**src/rtl/axis_forward_ctrl.sv**
```systemverilog
// Frame sequencer for the VAE forward datapath: loads one AXIS parameter frame,
// starts the datapath, waits for done (with timeout) and streams results out.
module axis_forward_ctrl #(
  parameter int N_IN_BEATS  = 19,
  parameter int N_OUT_WORDS = 9,
  parameter int TIMEOUT_CYC = 1024,
  parameter int TLAST_CHECK = 0
) (
  input  logic                     aclk,
  input  logic                     aresetn,
  input  logic [63:0]              s_axis_tdata,
  input  logic                     s_axis_tvalid,
  input  logic                     s_axis_tlast,
  output logic                     s_axis_tready,
  output logic [63:0]              m_axis_tdata,
  output logic                     m_axis_tvalid,
  output logic                     m_axis_tlast,
  input  logic                     m_axis_tready,
  output logic                     prm_we,
  output logic [4:0]               prm_addr,
  output logic [63:0]              prm_wdata,
  output logic                     dp_start,
  input  logic                     dp_done,
  input  logic [16*N_OUT_WORDS-1:0] dp_result,
  output logic                     busy,
  output logic                     err_frame,
  output logic                     err_timeout,
  output logic [1:0]               dbg_state_o
);

  localparam int N_OUT_BEATS = (N_OUT_WORDS + 3) / 4;
  localparam int OW = (N_OUT_BEATS > 1) ? $clog2(N_OUT_BEATS) : 1;
  localparam int TW = (TIMEOUT_CYC > 1) ? $clog2(TIMEOUT_CYC) : 1;

  typedef enum logic [1:0] {LOAD, START, WAIT, SEND} state_e;

  // Handshakes: a beat moves on either stream only in a cycle where valid and
  // ready are both high at the rising edge; valid never waits on ready.
  state_e                          state_q, state_d;
  logic                            run_q;
  logic [4:0]                      cnt_q, cnt_d;
  logic [TW-1:0]                   to_cnt_q, to_cnt_d;
  logic [OW-1:0]                   out_cnt_q, out_cnt_d;
  logic [N_OUT_BEATS-1:0][63:0]    obuf_q, obuf_d;
  logic                            prm_we_q, prm_we_d;
  logic [4:0]                      prm_addr_q, prm_addr_d;
  logic [63:0]                     prm_wdata_q, prm_wdata_d;
  logic                            start_q, start_d;
  logic                            err_frame_q, err_frame_d;
  logic                            err_to_q, err_to_d;
  logic [64*N_OUT_BEATS-1:0]       res_flat;
  logic                            s_hs;

  // run_q keeps tready low until the first edge after reset release.
  assign s_axis_tready = run_q && (state_q == LOAD);
  assign s_hs          = s_axis_tvalid && s_axis_tready;

  always_comb begin
    state_d     = state_q;
    cnt_d       = cnt_q;
    to_cnt_d    = to_cnt_q;
    out_cnt_d   = out_cnt_q;
    obuf_d      = obuf_q;
    prm_we_d    = 1'b0;
    prm_addr_d  = prm_addr_q;
    prm_wdata_d = prm_wdata_q;
    start_d     = 1'b0;
    err_frame_d = err_frame_q;
    err_to_d    = err_to_q;
    res_flat    = '0;
    res_flat[16*N_OUT_WORDS-1:0] = dp_result;

    case (state_q)
      LOAD: begin
        if (s_hs) begin
          prm_we_d    = 1'b1;
          prm_addr_d  = cnt_q;
          prm_wdata_d = s_axis_tdata;
          if (cnt_q == 5'(N_IN_BEATS - 1)) begin
            state_d = START;
            cnt_d   = '0;
            if (TLAST_CHECK != 0 && !s_axis_tlast) err_frame_d = 1'b1;
          end else if (TLAST_CHECK != 0 && s_axis_tlast) begin
            // Early tlast drops the frame; the beat itself was already written.
            err_frame_d = 1'b1;
            cnt_d       = '0;
          end else begin
            cnt_d = cnt_q + 5'd1;
          end
        end
      end
      START: begin
        start_d  = 1'b1;
        to_cnt_d = '0;
        state_d  = WAIT;
      end
      WAIT: begin
        if (dp_done) begin
          obuf_d    = res_flat;
          out_cnt_d = '0;
          state_d   = SEND;
        end else if (to_cnt_q == TW'(TIMEOUT_CYC - 1)) begin
          err_to_d  = 1'b1;
          obuf_d    = '0;
          out_cnt_d = '0;
          state_d   = SEND;
        end else begin
          to_cnt_d = to_cnt_q + TW'(1);
        end
      end
      SEND: begin
        if (m_axis_tready) begin
          if (out_cnt_q == OW'(N_OUT_BEATS - 1)) state_d = LOAD;
          else out_cnt_d = out_cnt_q + OW'(1);
        end
      end
      default: state_d = LOAD;
    endcase
  end

  always_ff @(posedge aclk or negedge aresetn) begin
    if (!aresetn) begin
      state_q     <= LOAD;
      run_q       <= 1'b0;
      cnt_q       <= '0;
      to_cnt_q    <= '0;
      out_cnt_q   <= '0;
      obuf_q      <= '0;
      prm_we_q    <= 1'b0;
      prm_addr_q  <= '0;
      prm_wdata_q <= '0;
      start_q     <= 1'b0;
      err_frame_q <= 1'b0;
      err_to_q    <= 1'b0;
    end else begin
      state_q     <= state_d;
      run_q       <= 1'b1;
      cnt_q       <= cnt_d;
      to_cnt_q    <= to_cnt_d;
      out_cnt_q   <= out_cnt_d;
      obuf_q      <= obuf_d;
      prm_we_q    <= prm_we_d;
      prm_addr_q  <= prm_addr_d;
      prm_wdata_q <= prm_wdata_d;
      start_q     <= start_d;
      err_frame_q <= err_frame_d;
      err_to_q    <= err_to_d;
    end
  end

  assign m_axis_tvalid = (state_q == SEND);
  assign m_axis_tdata  = (state_q == SEND) ? obuf_q[out_cnt_q] : '0;
  assign m_axis_tlast  = (state_q == SEND) && (out_cnt_q == OW'(N_OUT_BEATS - 1));
  assign prm_we        = prm_we_q;
  assign prm_addr      = prm_addr_q;
  assign prm_wdata     = prm_wdata_q;
  assign dp_start      = start_q;
  assign busy          = (state_q != LOAD);
  assign err_frame     = err_frame_q;
  assign err_timeout   = err_to_q;
  assign dbg_state_o   = state_q;

endmodule

```
**config.mk**
```make
export PLATFORM = sky130hd
export DESIGN_NAME = axis_forward_ctrl
export DESIGN_NICKNAME = d
export VERILOG_FILES = /design/src/rtl/axis_forward_ctrl.sv
export SDC_FILE = /design/constraint.sdc
export NUM_CORES = 1
export LEC_CHECK = 0
export BUFFER_PORTS_ARGS = -buffer_cell sky130_fd_sc_hd__clkbuf_2
export CORE_ASPECT_RATIO = 0.75
export CORE_MARGIN = 3
export CORE_UTILIZATION = 54
export CTS_CLUSTER_DIAMETER = 200
export DETAILED_ROUTE_END_ITERATION = 10
export MAX_ROUTING_LAYER = met4
export PLACE_DENSITY_LB_ADDON = 0.2
export SLEW_MARGIN = 20
export SYNTH_ARGS = -nofsm -noshare
export SYNTH_HDL_FRONTEND = slang
export SYNTH_SLANG_ARGS = --single-unit
export TNS_END_PERCENT = 1
```
**constraint.sdc**
```tcl
create_clock -name aclk -period 3.1 [get_ports aclk]
set_input_delay 0.62 -clock aclk [delete_from_list [all_inputs] [get_ports aclk]]
set_output_delay 0.62 -clock aclk [all_outputs]
set_load 0.005 [all_outputs]
```
* Yosys cells after proc, flatten, opt, wreduce, memory -nomap -nowiden
Index checks and enable logic that the tools add are counted.
** Storage, ports and cells
- Logic and storage cells :: 70
- Output and inout bits :: 143
- Register bits :: 284
** Cells by class
- Order comparisons :: 1
- Reduce and logical (&&, ||, !) cells :: 14
- Equal/unequal tests :: 14
- Add/subtract/negate cells :: 3
- Bitwise logic cells :: 1
- Muxes and demuxes :: 24
** Operator list (number)
- $mux W192 :: 2
- $bmux W64 S2 :: 1
- $mux W64 :: 2
- $mux W10 :: 2
- $mux W2 :: 10
- $pmux W10 S2 :: 1
- $add A10 B1 Y10 const B :: 1
- $eq A10 B10 Y1 const B :: 1
- $ne A2 B2 Y1 const B :: 4
- $pmux W2 S4 :: 1
- $reduce_bool A2 Y1 :: 4
- $eq A2 B2 Y1 const B :: 3
- $ne A2 B1 Y1 const B :: 3
- $reduce_and A3 Y1 :: 2
- $add A5 B1 Y5 const B :: 1
- $eq A5 B5 Y1 const B :: 1
- $mux W5 :: 1
- $reduce_and A5 Y1 :: 1
- $pmux W2 S2 :: 1
- $reduce_and A2 Y1 :: 2
- $reduce_and A4 Y1 :: 1
- $logic_and A1 B1 Y1 :: 3
- $lt A2 B3 Y1 const B :: 1
- $mux W1 :: 3
- other kinds (5) :: 5

* Depth between registers and ports, before layout
Gate-level depths: netlist of the first run.
- Word-level depth :: 5
- Gate-level depth with buffers :: 9

* Worst setup path after synthesis of the first run
No wires, ideal clock.
- Kind :: register to output
- Start :: reg out_cnt_q[0]
- End :: out m_axis_tlast
- Slack :: 1.103 ns
- Cell stages (with the launch flop) :: 7
- Arrival :: 1.377 ns
- Path buffers :: 3
- Data required time :: 2.480 ns
- Cell sequence :: dfrtp_1 -> clkbuf_1 -> clkbuf_1 -> buf_2 -> inv_1 -> ha_1 -> and2_1
** On the way
- Cells in the longest elaborated chain, start to end :: 2
** Ends and longest elaborated chain
- start: declaration :: line 43 : logic [OW-1:0] out_cnt_q, out_cnt_d;
- start signal: assignment :: line 140 : out_cnt_q <= out_cnt_d;
- $eq A2 B2 Y1 :: line 153 : assign m_axis_tlast = (state_q == SEND) && (out_cnt_q == OW'(N_OUT_BEATS - 1));
- $logic_and A1 B1 Y1 :: line 153
- end: declaration :: line 17 : output logic m_axis_tlast,
No other way between the ends.

* Worst setup path in the final report of the first run
Same ends and word-level chain as after synthesis.

==> results.yml, run 1 <==
synth:
  synth_cells: 918
  synth_top_area_cell: "dfrtp_1"
  yosysWarnings: 0
  synth_top_area_share_pct: 58.98
  synth_edf_count: 0
  synth.cell_area_sq_um: 10010
  syn_avg_cell_area_sq_um: 10.91
  synth_flop_cell: "dfrtp_1"
  ys_types: 40
  synth.area.top_cells: "dfrtp_1 (59%), a22o_1 (13%), nand2_1 (8.8%), mux2i_1 (6.6%), nor2_1 (1.9%)"
  async_reset_ff_share_pct: 100.0
  synth_seq_cells: 236
  syn_nets: 1140
  synth.yosys.seq_area_share_pct: 58.98
timing:
  fmax_ghz: 0.3379
  hold_violations: 0
  worst_pin_slew_ps: 1052
  slew_headroom_pct: 29.84
  setup_viol: 0
  rsz0062_at_grt: "false"
  maxSlewViolCount: 0
  min_period_ps: 2959
  min_period_over_period_pct: 95.46
  finalSetupTns_ps: 0
  fin_ws_ps: 140.6
  clock_skew_ps: 7.192
setup_path:
  cp.arrival_ps: 2340
  startpoint_type: "register"
  critPathKind: "register to output pin"
  cp_data_required_time_ps: 2480
  critPathMaxStageDelay_ps: 810
  critical_path.slowest_cell: "buf_4"
  cp-end-kind: "output pin"
  crit_path_max_fanout: 67
  cp_cell_sequence: "buf_4 > inv_1 > ha_1 > and2_1 > clkbuf_2"
  path_buf_inv: 3
  crit_family: "buffers and inverters"
grt:
  grt_pass1_wl_um: 42550
  grt_max_degree: 130
  gr-total-overflow: 0
  antenna_found_initial: 3
  grt_pass1_vias: 7928
  grtUsageTotal_pct: 27.49
route:
  first_pass_iters: 5
  drt_iter0_markers: 608
  postRouteWirelength_um: 27940
  route.detailed.drc: 0
  viasPerCell: 5.459
  post_drt_wl_per_cell_um: 18.56
  num_vias: 8216
  ant_nets: 0
floorplanning:
  die_h_um: 123.9
  start_util_pct: 55.88
  coreArea_sq_um: 17920
  ioPinCount: 357
  die_area_sq_um: 20230
  row_count: 42
  die_x_um: 163.2
clock_network:
  clk_path_buf_depth: 3
  clockRootBuffer: "clkbuf_16"
  htree_num_levels: 1
  cts_setup_buffers: 0
  clkLatencyLatePin_ps: 490
  postCtsHoldBufs: 0
  ctsResizeCount: 0
  cts_buffers: 23
  cts_num_sinks: 236
  path_clk_slew_ps: 60
  cts_tree: "done"
power_and_ir_drop:
  p_int_mw: 8.264
  max-vdd-ir-drop_mv: 0.5576
  p_switching_mw: 4.269
  pwr_density_cell_nw_per_um2: 984.3
  pwr-share-comb_pct: 35.1
  clockPowerShare_pct: 22.8
  power_mw: 12.53
  power_frac_seq_pct: 42.1
  switching_share_pct: 34.07
  p_leak_nw: 6.797
flow_run:
  cap_viol_max_count: 0
finish:
  syn_to_final_growth_pct: 27.17
  final_nets: 1466
  drive_gt1_share_pct: 32.86
  fin_cells: 1505
outcome:
  status: "complete, no violations"
placed_design:
  port-buffer-count: 354
  placedCellCount: 1461
  dp_worst_setup_slack_ps: 642.0
  gp_congestion: 0.8542
  dp_hpwl_um: 19020
hold_path:
  hp-class: "input pin to async pin"
Yosys cell counts, types with 3 or more instances:
master	n
a31oi_1	5
a22o_1	145
clkbuf_1	41
and2_1	21
inv_1	7
nand2_1	236
nand2b_1	4
mux2i_1	66
ha_1	8
xnor2_1	3
nand3_1	11
and3_1	3
o211ai_1	3
buf_2	18
nor2_1	50
dfrtp_1	236
o21ai_0	27
buf_6	7
layout make-up:
class,count,area (sq um)
flip-flops and latches,236,5909
fillers,1373,5186
multi-input cells,606,3764
repair buffers,370,1952
clock buffers,33,653.1
well taps,242,302.8
clock inverters,8,118.9
inverters,7,26.28
diodes,3,7.507
flip-flops by register name, summed over array words and instances (netlist names):
register and flops:
obuf_q 144, prm_wdata 64, to_cnt_q 10, cnt_q 5
prm_addr 5, dbg_state_o 2, out_cnt_q 2, dp_start 1
err_timeout 1, prm_we 1, run_q 1
per-stage QoR:
step,hold WS [ps],cell area (sq um),util (%)
after global routing,157.9,12730,71.06
after CTS,138.4,12730,71.02
after global placement,458.0,11950,66.69
final,134.4,12730,71.06
after floorplan,324.4,10010,-
after detailed placement,459.2,11950,66.71
cell usage in the layout, fill, tap and decap left out, drive strengths merged, types with 11 or more instances in the layout:
cell | synthesis | final
nand2 | 236 | 236
buf | 28 | 17
o21ai | 28 | 28
clkbuf | 41 | 386
dfrtp | 236 | 236
a22o | 145 | 145
mux2i | 66 | 66
nand3 | 11 | 11
nor2 | 50 | 50
and2 | 21 | 21
path summary, 6_finish.rpt:
check	startpoint	to	slack, ps	cells past startpoint
max	out_cnt_q[0]$_DFFE_PN0P_	m_axis_tlast	140	5
max reg2reg	out_cnt_q[0]$_DFFE_PN0P_	out_cnt_q[0]$_DFFE_PN0P_	820	7
min reg2reg	err_timeout$_DFFE_PN0P_	err_timeout$_DFFE_PN0P_	470	1
min in group aclk	s_axis_tdata[4]	prm_wdata[4]$_DFFE_PN0P_	310	3
max in group asynchronous	aresetn	prm_wdata[15]$_DFFE_PN0P_	2170	2
min	aresetn	obuf_q[4]$_DFFE_PN0P_	130	1
power by group through the flow:
stage	Sequential, mW	Combinational (mW)	Clock (mW)
finish	5.28	4.40	2.85
global route	5.43	4.91	3.04
CTS	5.25	4.45	2.90
detailed placement	5.24	4.42	0
global placement	5.21	4.31	0
floorplan	5.11	2.82	0
routing by layer:
layer,global-route usage (%),vias up,share of wire [%]
li1,-,3833,-
met1,36.07,4016,42
met2,42.72,308,47
met3,7.148,59,7.9
met4,8.505,0,2.7
met5,-,-,0
kinds of logic after synthesis:
logic type | synth area share, %
adders and majority gates | 0.9997
DFF | 58.98
xor gates and xnor gates | 0.2624
and+or+nand+nor | 13.74
AOI/OAI and AO/OA | 15.59
buffers and inverters | 3.636
other | 0.07500
muxes | 6.710
(Power assumes the default switching activity.)
==> inputs of run 2 (changes only) <==
--- a/config.mk
+++ b/config.mk
@@ -6,13 +6,16 @@
 export NUM_CORES = 1
 export LEC_CHECK = 0
 export BUFFER_PORTS_ARGS = -buffer_cell sky130_fd_sc_hd__clkbuf_2
+export CELL_PAD_IN_SITES_DETAIL_PLACEMENT = 2
+export CELL_PAD_IN_SITES_GLOBAL_PLACEMENT = 2
 export CORE_ASPECT_RATIO = 0.75
 export CORE_MARGIN = 3
-export CORE_UTILIZATION = 54
+export CORE_UTILIZATION = 33
 export CTS_CLUSTER_DIAMETER = 200
 export DETAILED_ROUTE_END_ITERATION = 10
 export MAX_ROUTING_LAYER = met4
 export PLACE_DENSITY_LB_ADDON = 0.2
+export SKIP_LAST_GASP = 1
 export SLEW_MARGIN = 20
 export SYNTH_ARGS = -nofsm -noshare
 export SYNTH_HDL_FRONTEND = slang
==> run 2 against run 1 <==
Compared with the run above: worst setup slack better by 240 ps; cell count grew 11%; global-route usage shrank 5.6 points; critical path depth rose by 1; flip-flop and latch count is the same; clock power increased by 12%; first-iteration DRC count fell by 18%; power grew 4.6%; die area up 61%; utilization decreased by 27 points.
==> results.yml, run 2 (synthesis gave the netlist of run 1 again) <==
floorplanning:
  die_x_um: 207.1
  coreArea_sq_um: 29460
  die_area_sq_um: 32490
  row_count: 54
  die_h_um: 156.9
  start_util_pct: 33.99
  ioPinCount: 357
timing:
  worst_pin_slew_ps: 736.6
  min_period_ps: 2724
  rsz0062_at_grt: "false"
  finalHoldWorstSlack_ps: 20.14
  setup_viol: 0
  maxSlewViolCount: 0
  min_period_over_period_pct: 87.86
  hold_violations: 0
  slew_headroom_pct: 50.90
  finalSetupTns_ps: 0
  clock_skew_ps: 15.08
  fmax_ghz: 0.3672
power_and_ir_drop:
  pwr_density_cell_nw_per_um2: 1002
  p_leak_nw: 6.882
  max-vdd-ir-drop_mv: 0.3864
  power_mw: 13.11
grt:
  grt_pass1_vias: 9310
  grt_pass1_wl_um: 55420
  grt_max_degree: 145
  grtUsageTotal_pct: 21.93
  antenna_found_initial: 2
  gr-total-overflow: 0
finish:
  final_nets: 1473
  layout_common_cells: "clkbuf_2 (353), nand2_1 (236), dfrtp_1 (235)"
  syn_to_final_growth_pct: 30.64
  fillers: 3164
  largest-register: "obuf_q"
  drive_gt1_share_pct: 33.49
  layout_commonest_cell: "clkbuf_2"
  largest_reg_flops: 144
setup_path:
  crit_path_max_fanout: 11
  cp_data_required_time_ps: 2480
  startpoint_type: "register"
  r2r_setup_slack_ps: 1020
  reg2reg_depth: 5
  critical_path.slowest_cell: "dfrtp_1"
  cp.arrival_ps: 2100
  rr_endpoint: "obuf_q[104]$_DFFE_PN0P_"
  critPathMaxStageDelay_ps: 470
  critPathKind: "register to output pin"
  cp_cell_sequence: "nor2b_1 > buf_4 > nand2_1 > o21ai_0 > and2_1 > clkbuf_2"
  reg2reg_from: "dbg_state_o[0]$_DFFE_PN0P_"
  cp-end-kind: "output pin"
clock_network:
  path_clk_slew_ps: 60
  cts_setup_buffers: 0
  clockRootBuffer: "clkbuf_16"
  postCtsHoldBufs: 0
  cts_buffers: 27
  ctsResizeCount: 0
  clk_path_buf_depth: 3
  cts_num_sinks: 236
  cts_tree: "done"
  clkLatencyLatePin_ps: 530
  htree_num_levels: 1
route:
  post_drt_wl_per_cell_um: 21.21
  drt_iter0_markers: 499
  route.detailed.drc: 0
  first_pass_iters: 4
  num_vias: 8435
  viasPerCell: 5.063
  ant_nets: 0
  postRouteWirelength_um: 35340
placed_design:
  gp_congestion: 0.7993
  dp_hpwl_um: 24870
  port-buffer-count: 354
flow_run:
  cap_viol_max_count: 0
outcome:
  status: "complete, no violations"
hold_path:
  hp-class: "input pin to async pin"
-- run 2: worst max path at each step --
| stage | start | to | slack [ps] | depth (start not counted) |
|---|---|---|---|---|
| 2_1_floorplan | out_cnt_q[0]$_DFFE_PN0P_ | m_axis_tlast | 1100 | 6 |
| 3_3_place_gp | out_cnt_q[1]$_DFFE_PN0P_ | m_axis_tdata[12] | 930 | 6 |
| 3_5_place_dp | out_cnt_q[1]$_DFFE_PN0P_ | m_axis_tdata[9] | 870 | 6 |
| 4_1_cts | out_cnt_q[1]$_DFFE_PN0P_ | m_axis_tdata[9] | 290 | 6 |
| 5_1_grt | out_cnt_q[1]$_DFFE_PN0P_ | m_axis_tdata[14] | 190 | 6 |
| 6_report | out_cnt_q[1]$_DFFE_PN0P_ | m_axis_tdata[9] | 380 | 6 |
-- run 2: final cells by class --
type	instances	area [sq um]	share of cell area [%]
Timing Repair Buffer	373	1999	15.28
Inverter	7	26.28	0.2009
Sequential cell	236	5909	45.17
Clock inverter	10	85.08	0.6504
Clock buffer	40	804.5	6.150
Tap cell	392	490.5	3.749
Antenna cell	2	5.005	0.03826
Multi-Input combinational cell	606	3761	28.75
-- run 2: layer usage --
metal | track usage (%) | part of all wire (%) | up-vias
li1 | - | - | 3844
met3 | 5.752 | 6.1 | 38
met5 | - | 0 | -
met2 | 35.42 | 48 | 223
met4 | 3.230 | 1.6 | 0
met1 | 28.68 | 44 | 4330
-- run 2: critical path: cells and delay by family (launching register included) --
kind | cells | cell delay [ps]
AO/OA/AOI/OAI | 1 | 80
buffers and inverters | 2 | 380
AND/OR/NAND/NOR | 3 | 650
flip-flops | 1 | 470
-- run 2: metrics by stage --
stage | instance area (sq um) | util (%) | instances | setup WS, ps
after floorplan | 10010 | - | 918 | 1103
after global placement | 12190 | 41.37 | 1614 | 929.2
after detailed placement | 12190 | 41.37 | 1614 | 865.3
after CTS | 13080 | 44.39 | 1664 | 287.1
after global routing | 13080 | 44.41 | 1666 | 189.6
final | 13080 | 44.41 | 1666 | 376.4
-- run 2: power breakdown --
| part | internal, mW | leakage [nW] | switching, mW |
|---|---|---|---|
| combinational | 2.14 | 3.47 | 2.49 |
| sequential | 4.45 | 2.97 | 0.852 |
| clock | 1.88 | 0.443 | 1.31 |
==> inputs of run 3 (changes only) <==
--- a/config.mk
+++ b/config.mk
@@ -14,7 +14,7 @@
 export CTS_CLUSTER_DIAMETER = 200
 export DETAILED_ROUTE_END_ITERATION = 10
 export MAX_ROUTING_LAYER = met4
-export PLACE_DENSITY_LB_ADDON = 0.2
+export PLACE_DENSITY_LB_ADDON = 0.15
 export SKIP_LAST_GASP = 1
 export SLEW_MARGIN = 20
 export SYNTH_ARGS = -nofsm -noshare
==> run 3 against run 2 <==
Compared with the run above: global-route usage is 0.11 points higher; power is 0.87% lower; die area stayed put; fmax is 3.1% lower; routed wire length is 0.34% higher; clock skew is 1.7 ps lower; via count is 0.66% lower; cell area hardly changed; clock power is 4% lower; critical endpoint is now m_axis_tdata[45]; largest cell class unchanged.
==> results.yml, run 3 (synthesis gave the netlist of run 1 again) <==
outcome:
  status: "complete, no violations"
route:
  first_pass_iters: 4
  drt_iter0_markers: 378
  viasPerCell: 5.014
  route.detailed.drc: 0
  post_drt_wl_per_cell_um: 21.22
  num_vias: 8379
  ant_nets: 0
  postRouteWirelength_um: 35460
timing:
  setup_viol: 0
  finalHoldWorstSlack_ps: 66.42
  rsz0062_at_grt: "false"
  hold_violations: 0
  min_period_over_period_pct: 90.71
  fin_ws_ps: 288.1
  worst_pin_slew_ps: 785.0
  maxSlewViolCount: 0
  clock_skew_ps: 13.36
  finalSetupTns_ps: 0
  slew_headroom_pct: 47.67
  min_period_ps: 2812
  fmax_ghz: 0.3556
placed_design:
  gp_congestion: 0.7537
  placedCellCount: 1620
  dp_hpwl_um: 25350
  dp_worst_setup_slack_ps: 856.4
  port-buffer-count: 354
floorplanning:
  die_area_sq_um: 32490
  ioPinCount: 357
  start_util_pct: 33.99
  die_x_um: 207.1
  row_count: 54
  die_h_um: 156.9
  coreArea_sq_um: 29460
setup_path:
  crit_path_max_fanout: 28
  path_buf_inv: 2
  critical_path.slowest_cell: "dfrtp_4"
  cp.arrival_ps: 2190
  startpoint_type: "register"
  cp_cell_sequence: "buf_4 > mux2i_1 > nor2_1 > clkbuf_2"
  cp_data_required_time_ps: 2480
  critPathKind: "register to output pin"
  crit_family: "flip-flops"
  critPathMaxStageDelay_ps: 720
  cp-end-kind: "output pin"
clock_network:
  postCtsHoldBufs: 0
  cts_num_sinks: 236
  path_clk_slew_ps: 60
  cts_tree: "done"
  clkLatencyLatePin_ps: 540
  clk_path_buf_depth: 3
  htree_num_levels: 1
  cts_setup_buffers: 0
  ctsResizeCount: 0
  cts_buffers: 27
  clockRootBuffer: "clkbuf_16"
grt:
  grt_pass1_vias: 9168
  antenna_found_initial: 1
  grt_pass1_wl_um: 55180
  grt_max_degree: 145
  gr-total-overflow: 0
  grtUsageTotal_pct: 22.05
finish:
  final_nets: 1479
  fin_cells: 1671
  syn_to_final_growth_pct: 30.73
  drive_gt1_share_pct: 33.49
  largest_reg_flops: 144
  fillers: 3164
  largest-register: "obuf_q"
  layout_commonest_cell: "clkbuf_2"
  fin_util_pct: 44.44
  multiInputGateArea_sq_um: 3761
  layout_common_cells: "clkbuf_2 (353), nand2_1 (236), dfrtp_1 (235)"
  seq_area_sq_um: 5909
hold_path:
  hp-class: "input pin to async pin"
power_and_ir_drop:
  p_leak_nw: 6.883
  max-vdd-ir-drop_mv: 0.4184
  pwr_density_cell_nw_per_um2: 992.8
flow_run:
  cap_viol_max_count: 0
[run 3: final cells by class]
class                   count  share of cell area (%)
clock buffers              41                   6.098
multi-input cells         606                   28.73
clock inverters             6                  0.2868
flip-flops and latches    236                   45.14
well taps                 392                   3.747
diodes                      4                 0.07647
inverters                   7                  0.2007
repair buffers            379                   15.71
[run 3: per-layer routing]
| layer | GRT usage (%) | wire length, um | vias to the layer above |
|---|---|---|---|
| met5 | - | 0 | - |
| met4 | 3.101 | 475 | 0 |
| met3 | 6.192 | 2264 | 42 |
| met2 | 35.79 | 16870 | 221 |
| met1 | 28.46 | 15850 | 4255 |
| li1 | - | - | 3861 |
[run 3: where the power goes]
part	internal, mW	switching [mW]
registers	4.45	0.865
clock network	1.76	1.28
logic	2.17	2.47
[run 3: worst paths after layout]
kind,start,endpoint,slack (ps),cells after the start
setup / recovery,out_cnt_q[0]$_DFFE_PN0P_,m_axis_tdata[45],290,4
hold / removal,aresetn,obuf_q[123]$_DFFE_PN0P_,70,1
min in group aclk,s_axis_tdata[21],prm_wdata[21]$_DFFE_PN0P_,270,3
max in group asynchronous,aresetn,cnt_q[3]$_DFFE_PN0P_,2230,2
hold reg to reg,prm_wdata[6]$_DFFE_PN0P_,prm_wdata[6]$_DFFE_PN0P_,470,2
setup reg to reg,to_cnt_q[0]$_DFFE_PN0P_,obuf_q[32]$_DFFE_PN0P_,890,6
[run 3: stage by stage]
stage	cell area (sq um)	power [mW]
after floorplan	10010	7.925
after detailed placement	12240	10.05
final	13090	13.00
after CTS	13080	13.23
after global routing	13080	13.98
after global placement	12240	9.813
